File: src/rtl/dpram_arb_pkg.sv
// dpram_arb_pkg: shared widths, FSM states and the rotating-priority helper for dpram_arbiter
package dpram_arb_pkg;
  localparam int ADDR_W_DEF = 10;
  localparam int DATA_W_DEF = 8;
  localparam int MAX_REQ = 8;
  localparam int IDX_W = 3;
  typedef enum logic {INIT, RUN} state_t;
  function automatic int clr_width(input int addr_w);
    return addr_w - 1;
  endfunction
  // returns {found, index} of the first set bit scanning ptr, ptr+1, ... modulo n
  function automatic logic [IDX_W:0] rr_first(input logic [MAX_REQ-1:0] v, input logic [IDX_W-1:0] ptr, input int n);
    logic [IDX_W:0] r;
    int j;
    r = '0;
    for (int i = MAX_REQ - 1; i >= 0; i--)
      if (i < n) begin
        j = (int'(ptr) + i) % n;
        if (v[j]) r = {1'b1, IDX_W'(j)};
      end
    return r;
  endfunction
endpackage

File: src/rtl/dpram_arbiter_rr_pick2.sv
// rr_pick2: combinational round-robin selector picking the first two valid requesters from ptr
module rr_pick2 import dpram_arb_pkg::*; #(
  parameter int N = 4
) (
  input  logic [N-1:0]     valid,
  input  logic [IDX_W-1:0] ptr,
  output logic [N-1:0]     gnt1,
  output logic [N-1:0]     gnt2,
  output logic             hit1,
  output logic             hit2,
  output logic [IDX_W-1:0] idx1,
  output logic [IDX_W-1:0] idx2
);
  logic [MAX_REQ-1:0] v_ext, v_rest;
  logic [IDX_W:0] p1, p2;
  always_comb begin
    v_ext = MAX_REQ'(valid);
    p1 = rr_first(v_ext, ptr, N);
    v_rest = v_ext & ~(MAX_REQ'(p1[IDX_W]) << p1[IDX_W-1:0]);
    p2 = rr_first(v_rest, ptr, N);
    hit1 = p1[IDX_W];
    hit2 = p2[IDX_W];
    idx1 = p1[IDX_W-1:0];
    idx2 = p2[IDX_W-1:0];
    gnt1 = hit1 ? N'(1) << idx1 : '0;
    gnt2 = hit2 ? N'(1) << idx2 : '0;
  end
endmodule

File: src/rtl/dpram_arbiter.sv
// dpram_arbiter: shares one dual-port RAM among NUM_REQ requesters, two round-robin grants per cycle,
// with same-address hazard suppression and optional zero-fill after reset.
module dpram_arbiter import dpram_arb_pkg::*; #(
  parameter int NUM_REQ = 4,
  parameter int ADDR_W = ADDR_W_DEF,
  parameter int DATA_W = DATA_W_DEF,
  parameter bit CLEAR_ON_RESET = 1'b1
) (
  input  logic                      clk,
  input  logic                      rst_n,
  input  logic [NUM_REQ-1:0]        req_valid,
  input  logic [NUM_REQ-1:0]        req_we,
  input  logic [NUM_REQ*ADDR_W-1:0] req_addr,
  input  logic [NUM_REQ*DATA_W-1:0] req_wdata,
  output logic [NUM_REQ-1:0]        req_ready,
  output logic [NUM_REQ-1:0]        rsp_valid,
  output logic [NUM_REQ*DATA_W-1:0] rsp_rdata,
  output logic                      busy_init,
  output logic                      ram_wen1,
  output logic                      ram_wen2,
  output logic [0:ADDR_W-1]         ram_addr1,
  output logic [0:ADDR_W-1]         ram_addr2,
  output logic [DATA_W-1:0]         ram_din1,
  output logic [DATA_W-1:0]         ram_din2,
  input  logic [DATA_W-1:0]         ram_dout1,
  input  logic [DATA_W-1:0]         ram_dout2
);
  localparam int CLR_W = clr_width(ADDR_W);
  state_t state, state_nx;
  logic [CLR_W-1:0] clr_cnt;
  logic [IDX_W-1:0] rr_ptr, idx1, idx2, tag_id1, tag_id2;
  logic [NUM_REQ-1:0] gnt1, gnt2_raw;
  logic hit1, hit2_raw, hit2, hazard, run, we1, we2, tag_v1, tag_v2;
  logic [ADDR_W-1:0] a1, a2, addr_q1, addr_q2;
  logic [DATA_W-1:0] d1, d2;

  rr_pick2 #(.N(NUM_REQ)) u_pick (
    .valid(req_valid), .ptr(rr_ptr), .gnt1(gnt1), .gnt2(gnt2_raw),
    .hit1(hit1), .hit2(hit2_raw), .idx1(idx1), .idx2(idx2)
  );

  assign run = rst_n && state == RUN;
  assign busy_init = state == INIT;

  always_comb begin
    a1 = req_addr[int'(idx1)*ADDR_W +: ADDR_W];
    a2 = req_addr[int'(idx2)*ADDR_W +: ADDR_W];
    d1 = req_wdata[int'(idx1)*DATA_W +: DATA_W];
    d2 = req_wdata[int'(idx2)*DATA_W +: DATA_W];
    we1 = req_we[idx1];
    we2 = req_we[idx2];
    hazard = hit1 && hit2_raw && a1 == a2 && (we1 || we2);
    hit2 = hit2_raw && !hazard;
    state_nx = state;
    req_ready = '0;
    ram_wen1 = 1'b0;
    ram_wen2 = 1'b0;
    ram_addr1 = addr_q1;
    ram_addr2 = addr_q2;
    ram_din1 = '0;
    ram_din2 = '0;
    // writes are gated by rst_n so nothing reaches the RAM while reset is held
    if (rst_n && state == INIT) begin
      ram_wen1 = 1'b1;
      ram_wen2 = 1'b1;
      ram_addr1 = {clr_cnt, 1'b0};
      ram_addr2 = {clr_cnt, 1'b1};
      state_nx = &clr_cnt ? RUN : INIT;
    end else if (run) begin
      req_ready = gnt1 | (hit2 ? gnt2_raw : '0);
      ram_wen1 = hit1 && we1;
      ram_wen2 = hit2 && we2;
      ram_addr1 = hit1 ? a1 : addr_q1;
      ram_addr2 = hit2 ? a2 : addr_q2;
      ram_din1 = hit1 ? d1 : '0;
      ram_din2 = hit2 ? d2 : '0;
    end
  end

  always_ff @(posedge clk or negedge rst_n)
    if (!rst_n) begin
      state <= CLEAR_ON_RESET ? INIT : RUN;
      clr_cnt <= '0;
      rr_ptr <= '0;
      addr_q1 <= '0;
      addr_q2 <= '0;
      tag_v1 <= 1'b0;
      tag_v2 <= 1'b0;
      tag_id1 <= '0;
      tag_id2 <= '0;
    end else begin
      state <= state_nx;
      clr_cnt <= state == INIT ? clr_cnt + 1'b1 : clr_cnt;
      addr_q1 <= ram_addr1;
      addr_q2 <= ram_addr2;
      tag_v1 <= run && hit1 && !we1;
      tag_v2 <= run && hit2 && !we2;
      tag_id1 <= idx1;
      tag_id2 <= idx2;
      if (run && hit1) rr_ptr <= IDX_W'((int'(hit2 ? idx2 : idx1) + 1) % NUM_REQ);
    end

  always_comb begin
    rsp_valid = '0;
    rsp_rdata = '0;
    for (int i = 0; i < NUM_REQ; i++) begin
      if (tag_v1 && tag_id1 == IDX_W'(i)) begin
        rsp_valid[i] = 1'b1;
        rsp_rdata[i*DATA_W +: DATA_W] = ram_dout1;
      end
      if (tag_v2 && tag_id2 == IDX_W'(i)) begin
        rsp_valid[i] = 1'b1;
        rsp_rdata[i*DATA_W +: DATA_W] = ram_dout2;
      end
    end
  end
endmodule

File: config.mk
export PLATFORM = sky130hd
export DESIGN_NAME = dpram_arbiter
export DESIGN_NICKNAME = d
export VERILOG_FILES = /design/src/rtl/dpram_arb_pkg.sv /design/src/rtl/dpram_arbiter_rr_pick2.sv /design/src/rtl/dpram_arbiter.sv
export SDC_FILE = /design/constraint.sdc
export NUM_CORES = 1
export LEC_CHECK = 0
export CAP_MARGIN = 20
export CORE_ASPECT_RATIO = 1.25
export CORE_MARGIN = 2
export CORE_UTILIZATION = 44
export DETAILED_ROUTE_END_ITERATION = 12
export HOLD_SLACK_MARGIN = 0.03
export PLACE_DENSITY = 0.82
export SKIP_LAST_GASP = 1
export SLEW_MARGIN = 20
export SYNTH_ARGS = -nofsm -noshare
export SYNTH_HDL_FRONTEND = slang
export SYNTH_SLANG_ARGS = --single-unit
File: constraint.sdc
create_clock -name clk -period 10.9 [get_ports clk]
set_clock_uncertainty 0.15 [all_clocks]
set_input_delay 3.27 -clock clk [delete_from_list [all_inputs] [get_ports clk]]
set_output_delay 3.27 -clock clk [all_outputs]
set_load 0.02 [all_outputs]
Word level (Yosys, flattened, before mapping) --
Cells that the tools add are included.
Storage, ports and cells: memories kept 0, logic and storage cells 146, ROM bits 0, latch bits 0, RAM bits 0, bits in registers 40, input port bits 98
Operators by class: reduce and logical (&&, ||, !) cells 30, magnitude comparators 6, add/subtract/negate cells 5, shift-type cells 7, bitwise gates (word level) 7, equal/unequal tests 7, divide/modulo/power cells 0, multipliers 2, multiplexer cells 73
Operators with widths (count):
- $mux 8 | 14
- $shiftx 40x8->10 | 2
- $shiftx 32x7->8 | 2
- $mux 10 | 6
- $mux 4 | 13
- $mux 1 | 29
- $logic_and 1x1->1 | 20
- $bmux 1 s3 | 6
- $lt 3x5->1 const B | 3
- $eq 3x2->1 const B | 4
- $mul 3x3->6 const B | 2
- $eq 10x10->1 | 1
- $add 9x1->9 const B | 1
- $reduce_and 9->1 | 1
- $and 4x8->8 | 1
- $bmux 1 s2 | 4
- $not 8->8 | 1
- $shl 1x3->4 const A | 2
- $shl 1x3->8 | 1
- $eq 3x1->1 const B | 2
- $logic_not 3->1 | 2
- $lt 3x3->1 const B | 2
- $reduce_or 2->1 | 3
- $add 2x1->2 const B | 2
- other kinds (8) | 13

Longest topological paths before layout --
word-level depth 31, mapped depth 17, gate-level depth less buffers 11

Hierarchy --
From an unflattened synthesis, not the netlist that was laid out.
Second synthesis, totals: cell total of the unflattened synthesis 416, area total of the unflattened synthesis 3998.8 sq um
By module, submodules not included:
- dpram_arbiter | sequential area each 1001.0 sq um, cells each 321, times used 1, area an instance 3434.5 sq um
- rr_pick2 | sequential area each 0.0 sq um, cells each 95, times used 1, area an instance 564.3 sq um

Worst setup path after synthesis --
Ideal clock, no wire load.
path kind input-to-output, from input req_valid[2], to output ram_addr2[0] (netlist bit), slack 0.917 ns, arrival 6.563 ns, required time 7.480 ns, stages 16, cell sequence buf_2 -> nor2b_1 -> or4_1 -> buf_2 -> and2_4 -> buf_6 -> inv_4 -> buf_8 -> a21oi_2 -> a22o_1 -> or3_1 -> a2111oi_2 -> and4_4 -> buf_6 -> o21ai_1 -> a31oi_1
Between the ends: word-level cells in the longest chain between the ends 27, elaborated cells on any way between the ends 51, classes of those cells mul (2); eq/ne (1); shift (3); mux (37); bitwise (2); reduce/logical (6)
Ends and longest elaborated chain:
- start, declared | line dpram_arbiter.sv:11 | input logic [NUM_REQ-1:0] req_valid,
- $bmux 1 s3 | line dpram_arb_pkg.sv:19 | if (v[j]) r = {1'b1, IDX_W'(j)};
- $mux 1 (implied by the code) (2 in series) | line dpram_arb_pkg.sv:19
- $mux 4 (4 in series) | line dpram_arb_pkg.sv:19
- $shl 1x3->8 | line dpram_arbiter_rr_pick2.sv:19 | v_rest = v_ext & ~(MAX_REQ'(p1[IDX_W]) << p1[IDX_W-1:0]);
- $not 8->8 | line dpram_arbiter_rr_pick2.sv:19
- $and 4x8->8 | line dpram_arbiter_rr_pick2.sv:19
- $bmux 1 s3 | line dpram_arb_pkg.sv:19
- $mux 1 (implied by the code) (2 in series) | line dpram_arb_pkg.sv:19
- [... 5 more ...]
- $shiftx 40x8->10 | line dpram_arbiter.sv:47 | a2 = req_addr[int'(idx2)*ADDR_W +: ADDR_W];
- $eq 10x10->1 | line dpram_arbiter.sv:52 | hazard = hit1 && hit2_raw && a1 == a2 && (we1 || we2);
- $logic_and 1x1->1 (2 in series) | line dpram_arbiter.sv:52
- $logic_not 1->1 | line dpram_arbiter.sv:53 | hit2 = hit2_raw && !hazard;
- $logic_and 1x1->1 | line dpram_arbiter.sv:53
- $mux 10 * | line dpram_arbiter.sv:74 | ram_addr2 = hit2 ? a2 : addr_q2;
- $mux 10 * | line dpram_arbiter.sv:69 | end else if (run) begin
- $mux 10 * | line dpram_arbiter.sv:63 | if (rst_n && state == INIT) begin
- end, declared | line dpram_arbiter.sv:22 | output logic [0:ADDR_W-1] ram_addr2,
Mark *: on every way between the ends. The rest lies on a longest branch, timed or not. The select of a mux whose other input is x is not followed.

Worst setup path after layout --
from input req_valid[0], to output ram_din2[6]
Between the ends: word-level cells in the longest chain between the ends 27, elaborated cells on any way between the ends 52, classes of those cells mul (2); eq/ne (1); shift (4); mux (37); bitwise (2); reduce/logical (6)
Ends and longest elaborated chain:
- $bmux 1 s3 | line dpram_arb_pkg.sv:19
- $mux 1 (implied by the code) (2 in series) | line dpram_arb_pkg.sv:19
- $mux 4 (4 in series) | line dpram_arb_pkg.sv:19
- $shl 1x3->8 | line dpram_arbiter_rr_pick2.sv:19
- $not 8->8 | line dpram_arbiter_rr_pick2.sv:19
- $and 4x8->8 | line dpram_arbiter_rr_pick2.sv:19
- $bmux 1 s3 | line dpram_arb_pkg.sv:19
- $mux 1 (implied by the code) (2 in series) | line dpram_arb_pkg.sv:19
- [... 5 more ...]
- $shiftx 40x8->10 | line dpram_arbiter.sv:47
- $eq 10x10->1 | line dpram_arbiter.sv:52
- $logic_and 1x1->1 (2 in series) | line dpram_arbiter.sv:52
- $logic_not 1->1 | line dpram_arbiter.sv:53
- $logic_and 1x1->1 | line dpram_arbiter.sv:53
- $mux 8 * | line dpram_arbiter.sv:76 | ram_din2 = hit2 ? d2 : '0;
- $mux 8 * | line dpram_arbiter.sv:69
- $mux 8 * | line dpram_arbiter.sv:63
- end, declared | line dpram_arbiter.sv:24 | output logic [DATA_W-1:0] ram_din2,
Marks and branches as above.

==> run_results.csv <==
group,metric,value,unit
power_and_ir_drop,seqPwrFrac,16.8,%
critical_path,cp-start-kind,"input port",
floorplanning,rows,39,
clock_tree,clockBufferDepth,2,
outcome,run_status,"finished, final reports clean",
global_route,grt_pass1_wl,25000,um
floorplanning,die_area,0.0104,mm2
synthesis,ys_warn_count,0,
power_and_ir_drop,p_clk_share,13.1,%
cells_and_area,drive_above_1_share,10.4,%
floorplanning,coreArea,0.00922,mm2
clock_tree,cts_made_buffers,5,
sta,maxSlewHeadroom,31.3,%
critical_path,setup.worst_path.end_class,"primary output",
detailed_routing,avgViaCountPerCell,6.34,
floorplanning,fp.dieH,113,um
power_and_ir_drop,cellPowerDensity,196,mW/mm2
cells_and_area,num_antenna_cells,0,
floorplanning,ioPinCount,177,
global_route,grt_pass1_vias,5025,
cells_and_area,syn_to_final_growth,54.2,%
sta,min_period,10.74,ns
sta,finalHoldViolCount,0,
detailed_routing,wl,16000,um
clock_tree,cts_sinks,38,
cells_and_area,multi_input_area,0.00304,mm2
synthesis,seq_area_frac_synth,22.6,%
synthesis,syn_area,0.00420,mm2
synthesis,syn_avg_cell_area,7.41,um2
power_and_ir_drop,p_sw,577,uW
power_and_ir_drop,cellLeakagePower,2.86,nW
clock_tree,cts_tree,"done",
cells_and_area,fillers,745,
synthesis,ys.flop_type,"dfrtp_1",
placed_design,gp_congestion,0.911,
synthesis,synth_edf_count,0,
power_and_ir_drop,p_int,692,uW
detailed_routing,wl_per_cell,18.4,um
sta,finalSetupViolCount,0,
synthesis,postSynthCellCount,567,
run,drv_cap,0,
detailed_routing,firstDrtPassIters,5,
power_and_ir_drop,ir_drop,0.100,mV
floorplanning,die-width,91.4,um
clock_tree,htreeDepth,2,
synthesis,syn_nets,667,
global_route,grt_max_degree,35,
sta,rsz0062_at_grt,"false",
detailed_routing,vias,5483,
critical_path,critical_path_class,"input port to primary output",
placed_design,portBuffers,176,
clock_tree,clockRootBuffer,"clkbuf_16",
critical_path,ff2ff_setup_slack,6.89,ns
sta,max_freq,93.1,MHz
synthesis,synth_top_area_share,22.6,%
sta,final_max_slew_viol_count,0,
critical_path,cp_data_required_time,7.48,ns
critical_path,arrival,7.32,ns
global_route,grt_use_total,29.2,%
synthesis,synth.distinct_cells,60,
cells_and_area,regArea,951,um2
cells_and_area,final_nets,842,
detailed_routing,ant_nets,0,
clock_tree,clk_latency,0.28,ns
floorplanning,initial_utilization,45.6,%
min_path,hold_class,"flip-flop to flip-flop",
detailed_routing,drc,0,
sta,fin_tns_setup,0,ns
synthesis,async_reset_ff_share,100,%
placed_design,dpl.hpwl,12500,um
clock_tree,clk_pin_slew_worst_paths,0.05,ns
detailed_routing,drt_iter0_drc,433,
global_route,gr-total-overflow,0,
global_route,antenna_found_initial,0,
power_and_ir_drop,p_total,1.27,mW
power_and_ir_drop,pwr-share-comb,70.1,%
critical_path,cp_max_fo,12,
sta,worst_slew_pin_slew,1.02,ns
synthesis,synth.largest_area_cell,"dfrtp_1",
sta,min_period_over_period,98.5,%
synthesis,ys_seq_elements,38,
synthesis,ys_top_cells_by_area,"dfrtp_1, a22o_1, nand2_1",
power_and_ir_drop,swShare,45.5,%
final timing paths:
| check | start | to | cells past startpoint |
|---|---|---|---|
| setup / recovery | req_valid[0] | ram_din2[6] | 16 |
| hold / removal | clr_cnt[7] | clr_cnt[7] | 1 |
| setup reg to reg | rr_ptr[1] | rr_ptr[0] | 13 |
| hold reg to reg | clr_cnt[7] | clr_cnt[7] | 1 |
| max in group asynchronous | rst_n | clr_cnt[6] | 2 |
| min in group asynchronous | rst_n | addr_q1[0] | 1 |
per-layer routing:
metal | vias up | part of all wire, % | GRT usage [%]
li1 | 2513 | - | -
met1 | 2599 | 39 | 36.0
met2 | 323 | 50 | 52.7
met3 | 48 | 7.3 | 3.33
met4 | 0 | 3.1 | 9.90
met5 | - | 0 | 0
cells in the final DEF (no fill, tap or decap), types with 6 or more instances in the layout:
cell             netlist  final
a211oi_1              29     29
a21boi_0               6      6
a21oi_1               22     22
a22o_1                35     35
a31oi_1               10     10
and3_1                35     35
and4_1                11     11
buf_4                  1     42
clkdlybuf4s50_1        0    156
dfrtp_1               38     38
dlygate4sd2_1          0      6
dlymetal6s2s_1         0     13
mux2i_1               23     23
nand2_1               70     70
nand2b_1               6      6
nand3_1               45     45
nand3b_1               6      6
nand4_1               13     13
nor2_1                30     30
nor3_1                 6      6
o21ai_0               34     34
o21ai_1               11     11
o221ai_1               6      6
or4_1                  7      6
xnor2_1                8      8
logic make-up (layout without fill, tap and decap cells):
kind of cell	Yosys count	count (layout)	synth area share, %
AOI/OAI and AO/OA	176	176	29.2
xor gates and xnor gates	10	10	2.08
buffers and inverters	59	234	6.61
muxes	28	28	6.82
adders and majority gates	2	2	0.595
and+or+nand+nor	254	254	32.1
DFF	38	38	22.6
sequential cells by signal, indices dropped and copies added, names as in the netlist:
name     cells
state        1
addr_q2     10
tag_v1       1
tag_id1      2
clr_cnt      9
rr_ptr       2
addr_q1     10
tag_v2       1
tag_id2      2
power groups by stage:
stage	registers (mW)	logic [mW]	clock network (mW)
floorplan	0.196	0.535	0
global placement	0.212	0.844	0
detailed placement	0.212	0.866	0
CTS	0.212	0.870	0.167
global route	0.218	0.947	0.173
finish	0.213	0.890	0.166
per-stage QoR:
step / utilization, % / instance area [um2] / setup slack, ns / instances / hold slack (ns)
after floorplan: - / 4200 / 0.917 / 567 / 0.317
after global placement: 67.4 / 6220 / -0.0578 / 857 / 0.341
after detailed placement: 67.4 / 6220 / -0.206 / 857 / 0.344
after CTS: 69.5 / 6410 / 0.0248 / 864 / 0.360
after global routing: 70.2 / 6480 / 0.00332 / 865 / 0.399
final: 70.2 / 6480 / 0.161 / 865 / 0.354
cell usage after synthesis (7+ instances only):
library cell / number
a22o_1: 35
nand2_1: 70
mux2i_1: 23
nand3_1: 45
buf_2: 7
o32ai_1: 7
o21ai_0: 34
nor4_1: 7
a31oi_1: 10
or4_1: 7
clkbuf_1: 36
xnor2_1: 8
a21oi_1: 22
nor2_1: 30
and3_1: 35
o21ai_1: 11
and4_1: 11
dfrtp_1: 38
a211oi_1: 29
nand4_1: 13
timing repair:
item,4_1_cts,5_1_grt
hold buffers,0,0
pin swaps,0,2
buffers inserted,0,1
resized for setup,11,16
setup endpoints to repair,23,19
worst max-delay path: stages:
cell and delay [ns]:
clkdlybuf4s50_1 0.52, nor2b_1 0.20, buf_4 0.16, o31ai_1 0.31, a31o_2 0.29, buf_4 0.23, nand3_1 0.14, and4_1 0.23
nor4_2 0.52, a2111oi_4 0.08, nand4_1 0.13, buf_4 0.14, nand2_1 0.07, buf_4 0.19, a211oi_1 0.19, clkdlybuf4s50_1 0.64
area by class of cell:
type	instances	area share [%]
flip-flops and latches	38	14.7
multi-input cells	470	46.9
well taps	123	2.38
clock inverters	1	0.463
inverters	7	0.444
clock buffers	6	2.14
repair buffers	220	33.0
No activity file was read; power rests on OpenSTA's default activity.
